**config.mk**
```make
export PLATFORM = sky130hd
export DESIGN_NAME = panel_ctrl
export DESIGN_NICKNAME = d
export VERILOG_FILES = /design/src/rtl/panel_ctrl.sv
export SDC_FILE = /design/constraint.sdc
export NUM_CORES = 1
export LEC_CHECK = 0
export ABC_CLOCK_PERIOD_IN_PS = 3700
export CAP_MARGIN = 20
export CELL_PAD_IN_SITES_DETAIL_PLACEMENT = 0
export CELL_PAD_IN_SITES_GLOBAL_PLACEMENT = 1
export CORE_UTILIZATION = 28
export DETAILED_ROUTE_END_ITERATION = 6
export GPL_TIMING_DRIVEN = 0
export PLACE_DENSITY = 0.83
export SYNTH_ARGS = -nofsm -noshare
export SYNTH_HDL_FRONTEND = slang
export SYNTH_SLANG_ARGS = --single-unit
```
**constraint.sdc**
```tcl
create_clock -name clk_i -period 3.7 [get_ports clk_i]
set_input_delay 1.11 -clock clk_i [delete_from_list [all_inputs] [get_ports clk_i]]
set_output_delay 1.11 -clock clk_i [all_outputs]
set_load 0.03 [all_outputs]
```
**src/rtl/panel_ctrl.sv**
```systemverilog
// Front-panel controller: run/step/breakpoint sequencing of the core, panel
// memory load/look through a one-deep request, and ENTER pushes to stdin.
//
// state   | meaning
// --------+-----------------------------------------------------------
// READY   | core held, panel accepts load/look/step/run/enter
// STEP    | core executes single instructions until the step count is reached
// RUN     | core free-running until halt, stop, breakpoint or stdin wait
// PREWAIT | one-cycle settle before waiting on stdin; resume mode is already held
// INWAIT  | core blocked on stdin, panel accepts load/look/enter
// DRAIN   | core held, waiting for it to reach an instruction boundary
module panel_ctrl #(
    parameter int ADDR_W   = 8,
    parameter int DATA_W   = 16,
    parameter int STEP_W   = 8,
    parameter int AUTO_INC = 1,
    parameter int RESUME   = 1
) (
    input  logic              clk_i,
    input  logic              rst_i,
    input  logic              btn_load_i,
    input  logic              btn_look_i,
    input  logic              btn_step_i,
    input  logic              btn_run_i,
    input  logic              btn_enter_i,
    input  logic              btn_stop_i,
    output logic [5:0]        btn_en_o,
    output logic              led_ready_o,
    output logic              led_inwait_o,
    output logic              led_break_o,
    input  logic [ADDR_W-1:0] sw_addr_i,
    input  logic [DATA_W-1:0] sw_data_i,
    input  logic [STEP_W-1:0] step_n_i,
    input  logic              brk_en_i,
    input  logic [ADDR_W-1:0] brk_addr_i,
    output logic [1:0]        core_exec_o,
    input  logic              core_retire_i,
    input  logic              core_idle_i,
    input  logic              core_halt_i,
    input  logic              core_inwait_i,
    input  logic [ADDR_W-1:0] core_pc_i,
    output logic              pc_wen_o,
    output logic [ADDR_W-1:0] pc_o,
    output logic              mem_val_o,
    output logic              mem_wen_o,
    output logic [ADDR_W-1:0] mem_addr_o,
    output logic [DATA_W-1:0] mem_wdata_o,
    input  logic              mem_rdy_i,
    input  logic [DATA_W-1:0] mem_rdata_i,
    output logic              stdin_val_o,
    output logic [DATA_W-1:0] stdin_data_o,
    input  logic              stdin_rdy_i,
    output logic [ADDR_W-1:0] addr_o,
    output logic [DATA_W-1:0] disp_o
);

    typedef enum logic [2:0] {
        S_READY, S_STEP, S_RUN, S_PREWAIT, S_INWAIT, S_DRAIN
    } state_t;

    localparam logic [ADDR_W-1:0] ADDR_ONE = 1;

    state_t            state_q, state_d;
    logic [STEP_W-1:0] cnt_q;
    logic              first_q;
    logic              mode_step_q;
    logic              brk_q;
    logic [ADDR_W-1:0] addr_q;
    logic [ADDR_W-1:0] sw_addr_q;
    logic [DATA_W-1:0] disp_q;
    logic              pend_q;
    logic              pend_wen_q;
    logic              look_rd_q;

    logic              brk_set;
    logic [STEP_W:0]   cnt_sum;
    logic [STEP_W-1:0] step_tgt;
    logic              accept;
    logic              reload;
    logic              panel_idle;

    assign step_tgt   = (step_n_i == '0) ? {{(STEP_W-1){1'b0}}, 1'b1} : step_n_i;
    assign cnt_sum    = {1'b0, cnt_q} + {{STEP_W{1'b0}}, core_retire_i};
    assign accept     = pend_q && mem_rdy_i;
    assign reload     = (sw_addr_i != sw_addr_q);
    assign panel_idle = (state_q == S_READY) || (state_q == S_INWAIT);

    always_comb begin
        state_d      = state_q;
        btn_en_o     = 6'b000000;
        core_exec_o  = 2'd0;
        led_ready_o  = 1'b0;
        led_inwait_o = 1'b0;
        brk_set      = 1'b0;
        case (state_q)
            S_READY: begin
                btn_en_o    = {1'b0, stdin_rdy_i, 4'b1111};
                led_ready_o = 1'b1;
                if (btn_run_i)       state_d = S_RUN;
                else if (btn_step_i) state_d = S_STEP;
            end
            S_RUN: begin
                core_exec_o = 2'd1;
                btn_en_o    = 6'b100000;
                if (core_halt_i)        state_d = S_DRAIN;
                else if (core_inwait_i) state_d = S_PREWAIT;
                // first_q lets a run started on the breakpoint PC move off it
                else if (brk_en_i && !first_q && core_idle_i && core_pc_i == brk_addr_i) begin
                    state_d = S_DRAIN;
                    brk_set = 1'b1;
                end
                else if (btn_stop_i)    state_d = S_DRAIN;
            end
            S_STEP: begin
                core_exec_o = 2'd2;
                btn_en_o    = 6'b100000;
                if (core_halt_i)        state_d = S_DRAIN;
                else if (core_inwait_i) state_d = S_PREWAIT;
                else if (cnt_sum >= {1'b0, step_tgt} || btn_stop_i) state_d = S_DRAIN;
            end
            S_PREWAIT: state_d = S_INWAIT;
            S_INWAIT: begin
                led_inwait_o = 1'b1;
                btn_en_o     = 6'b010011;
                if (btn_enter_i && stdin_rdy_i) begin
                    if (RESUME != 0) state_d = mode_step_q ? S_STEP : S_RUN;
                    else             state_d = S_READY;
                end
            end
            S_DRAIN: begin
                if (core_idle_i)        state_d = S_READY;
                else if (core_inwait_i) state_d = S_PREWAIT;
            end
            default: state_d = S_READY;
        endcase
    end

    always_ff @(posedge clk_i) begin
        if (rst_i) begin
            state_q     <= S_READY;
            cnt_q       <= '0;
            first_q     <= 1'b0;
            mode_step_q <= 1'b0;
            brk_q       <= 1'b0;
            addr_q      <= sw_addr_i;
            sw_addr_q   <= sw_addr_i;
            disp_q      <= '0;
            pend_q      <= 1'b0;
            pend_wen_q  <= 1'b0;
            look_rd_q   <= 1'b0;
        end else begin
            state_q   <= state_d;
            first_q   <= (state_d == S_RUN) && (state_q != S_RUN);
            sw_addr_q <= sw_addr_i;
            // count survives a stdin wait so a resumed step finishes its batch
            if (state_q == S_READY && state_d == S_STEP) cnt_q <= '0;
            else if (state_q == S_STEP)                  cnt_q <= cnt_sum[STEP_W-1:0];
            if (state_q == S_RUN)       mode_step_q <= 1'b0;
            else if (state_q == S_STEP) mode_step_q <= 1'b1;
            if (brk_set)                                      brk_q <= 1'b1;
            else if (state_q == S_READY && state_d != S_READY) brk_q <= 1'b0;
            if (reload)                        addr_q <= sw_addr_i;
            else if (accept && AUTO_INC != 0)  addr_q <= addr_q + ADDR_ONE;
            if (accept) begin
                pend_q <= 1'b0;
            end else if (!pend_q && panel_idle && (btn_load_i || btn_look_i)) begin
                pend_q     <= 1'b1;
                pend_wen_q <= btn_load_i;
            end
            look_rd_q <= accept && !pend_wen_q;
            if (accept && pend_wen_q) disp_q <= sw_data_i;
            else if (look_rd_q)       disp_q <= mem_rdata_i;
        end
    end

    assign led_break_o  = brk_q;
    assign pc_wen_o     = accept;
    assign pc_o         = addr_q;
    assign mem_val_o    = pend_q;
    assign mem_wen_o    = pend_wen_q;
    assign mem_addr_o   = addr_q;
    assign mem_wdata_o  = sw_data_i;
    assign stdin_val_o  = btn_enter_i && btn_en_o[4];
    assign stdin_data_o = sw_data_i;
    assign addr_o       = addr_q;
    assign disp_o       = look_rd_q ? mem_rdata_i : disp_q;

endmodule

```
==> impl_metrics.json <==
{
  "synth_compound_area_share_pct": 9.03,
  "cts_tree": "built",
  "dieArea_um2": 11600,
  "total_power_uw": 1670,
  "area_growth_pct": 60.9,
  "p_comb_share_pct": 45.3,
  "worst_pin_slew_ps": 557,
  "crit_family": "buffers and inverters",
  "synthSimpleGateAreaFrac_pct": 16.7,
  "yosys-top-cells-area": "dfxtp_1 (26%), buf_4 (12%), edfxtp_1 (7.7%)",
  "synth_xor_area_share_pct": 8.95,
  "worstPathArrival_ps": 2500,
  "diodes": 0,
  "post_cts_buffers": 0,
  "finalHoldViolCount": 0,
  "cts_root_buf": "clkbuf_8",
  "hp-class": "reg -> reg",
  "period_share_pct": 97.7,
  "synth_mux_area_share_pct": 11.6,
  "antenna_left": 0,
  "synth_top_family_by_area": "simple AND/OR/NAND/NOR gates",
  "tns_ps": 0,
  "power.density_nw_per_um2": 331,
  "grt_max_degree": 16,
  "startpoint": "stdin_rdy_i",
  "synth_top_area_share_pct": 26.2,
  "timing.hold.ws_ps": 479,
  "ys.flop_type": "dfxtp_1",
  "crit_top_cell": "clkdlybuf4s50_1",
  "syn-cell-area_um2": 3130,
  "wirelength_um": 8490,
  "pwr-share-clk_pct": 18.8,
  "yosys_warnings": 0,
  "place.gp.congestion": 0.861,
  "fin_util_pct": 46.3,
  "period_needed_ps": 3610,
  "synth_common_cells": "buf_4 (52), dfxtp_1 (41), nor2_1 (32)",
  "fin_cells": 662,
  "crit_buf_inv": 2,
  "crit_type": "in -> out",
  "synth_cells": 350,
  "cp-start-kind": "primary input",
  "yosys.area.top_type": "dfxtp_1",
  "avgViaCountPerCell": 4.40,
  "yosysSeqAreaShare_pct": 33.9,
  "firstDrtPassIters": 4,
  "track_usage_pct": 14.5,
  "skew_ps": 7.73,
  "nNetsFinal": 611,
  "dp_hpwl_um": 6990,
  "synth_fa_ha_area_share_pct": 4.39,
  "slowest_delay_ps": 680,
  "rsz0062_at_grt": "false",
  "critPathMaxFanout": 4,
  "leakagePower_uw": 0.00216,
  "clk_pin_slew_ps": 90,
  "synth_cell_types": 52,
  "drive_above_1_share_pct": 16.7,
  "drt_iter0_drc": 79,
  "grt_pass1_vias": 2828,
  "port-buffer-count": 164,
  "grt_overflow": 0,
  "p_int_uw": 1070,
  "wl_per_cell_um": 12.8,
  "status": "completed",
  "r2r_start": "cnt_q[0]$_SDFFE_PP0P_",
  "synth_async_sr_flop_share_pct": 0,
  "fp-row-count": 38,
  "max_slew_margin_pct": 62.6,
  "htreeDepth": 2,
  "ys_ff_latch": 49,
  "die-width_um": 108,
  "power.switching_uw": 598,
  "clockBufferDepth": 2,
  "drc": 0,
  "postSynthNetCount": 440,
  "cp.required_ps": 2590,
  "numCtsBuffers": 5,
  "synth_edf_count": 8,
  "cp-end-kind": "primary output",
  "swShare_pct": 35.9,
  "grt_pass1_wl_um": 13300,
  "core-area_um2": 10900,
  "cap_violations": 0,
  "syn_avg_cell_area_um2": 8.95,
  "start_util_pct": 28.8,
  "ir_drop_mv": 0.324,
  "numPlacedInstances": 654,
  "clk_latency_ps": 300,
  "via_count": 2911,
  "hold_start": "cnt_q[0]$_SDFFE_PP0P_",
  "setup_viol": 0,
  "p_seq_share_pct": 36.0,
  "worstPathCellList": "clkdlybuf4s50_1 -> o21a_1 -> clkdlybuf4s50_1",
  "clock_sinks": 49,
  "antenna_found_initial": 0,
  "ios": 166,
  "synth_most_common_cell": "buf_4",
  "drv_slew": 0,
  "crit_slowest_cell": "clkdlybuf4s50_1",
  "max_freq_mhz": 277,
  "die_h_um": 108
}
-- cell usage in the layout, fill, tap and decap left out, drive strengths merged, types with 11 or more instances in the layout --
cell type,synthesis,final
buf,55,55
clkbuf,8,13
clkdlybuf4s50,0,163
dfxtp,41,41
ha,11,11
inv,13,13
mux2,18,18
mux2i,16,16
nand2,25,25
nor2,33,33
o21ai,15,15
xnor2,24,24
-- power groups by stage --
stage | Combinational, uW | Sequential [uW] | Clock [uW]
floorplan | 424 | 624 | 0
global placement | 749 | 611 | 0
detailed placement | 756 | 613 | 0
CTS | 760 | 601 | 329
global route | 804 | 605 | 349
finish | 755 | 600 | 313
-- worst paths after layout --
check / cells after the start / to / slack [ps]
worst min register to register: 2 / cnt_q[0]$_SDFFE_PP0P_ / 480
worst max register to register: 10 / led_break_o$_SDFFE_PP0P_ / 1200
worst max-delay path: 3 / btn_en_o[4] / 90
worst min-delay path: 2 / cnt_q[0]$_SDFFE_PP0P_ / 480
-- tightest hold or removal path: cells and delay by family, from the launching register on --
| kind | cells | cell delay (ps) |
|---|---|---|
| flip-flops | 1 | 330 |
| AO/OA/AOI/OAI | 1 | 60 |
| AND/OR/NAND/NOR | 1 | 50 |
-- registers in the layout, summed over array words and instances (netlist names) --
register / count
mem_wen_o: 1
sw_addr_q: 8
first_q: 1
look_rd_q: 1
state_q: 3
disp_q: 16
led_break_o: 1
mem_val_o: 1
mode_step_q: 1
cnt_q: 8
addr_o: 8
-- area by class of cell --
type / instances / area, um^2
plain buffers: 63 / 435
clock buffers: 5 / 68.8
clock inverters: 3 / 17.5
fillers: 1053 / 5850
inverters: 13 / 48.8
multi-input cells: 225 / 1590
flip-flops and latches: 49 / 1060
well taps: 140 / 175
repair buffers: 164 / 1640
-- metrics by stage --
stage	setup slack, ps	area (um^2)
2_1_floorplan	696	3130
3_3_place_gp	-103	4950
3_5_place_dp	-99.2	4950
4_1_cts	104	5030
5_1_grt	64.9	5040
6_report	86.5	5040
-- layer usage --
| metal | vias up | global-route usage, % | routed length, um |
|---|---|---|---|
| met4 | 0 | 3.23 | 52 |
| met2 | 106 | 24.7 | 4000 |
| li1 | 1487 | - | - |
| met3 | 4 | 4.24 | 648 |
| met5 | - | 0 | 0 |
| met1 | 1314 | 17.8 | 3790 |
-- kinds of logic (layout without fill, tap and decap cells) --
group | Yosys count | count (layout)
AND/OR/NAND/NOR | 106 | 106
buffers and inverters | 76 | 248
flip-flops | 49 | 49
AO/OA/AOI/OAI | 42 | 42
multiplexers | 34 | 34
XOR/XNOR | 32 | 32
adder cells (fa/ha/maj) | 11 | 11
-- timing repair --
action                     4_1_cts  5_1_grt
hold buffers                     0        0
resized for setup                1        1
setup endpoints to repair        1        1
cloned                           0        0
No activity file was read; power rests on OpenSTA's default activity.
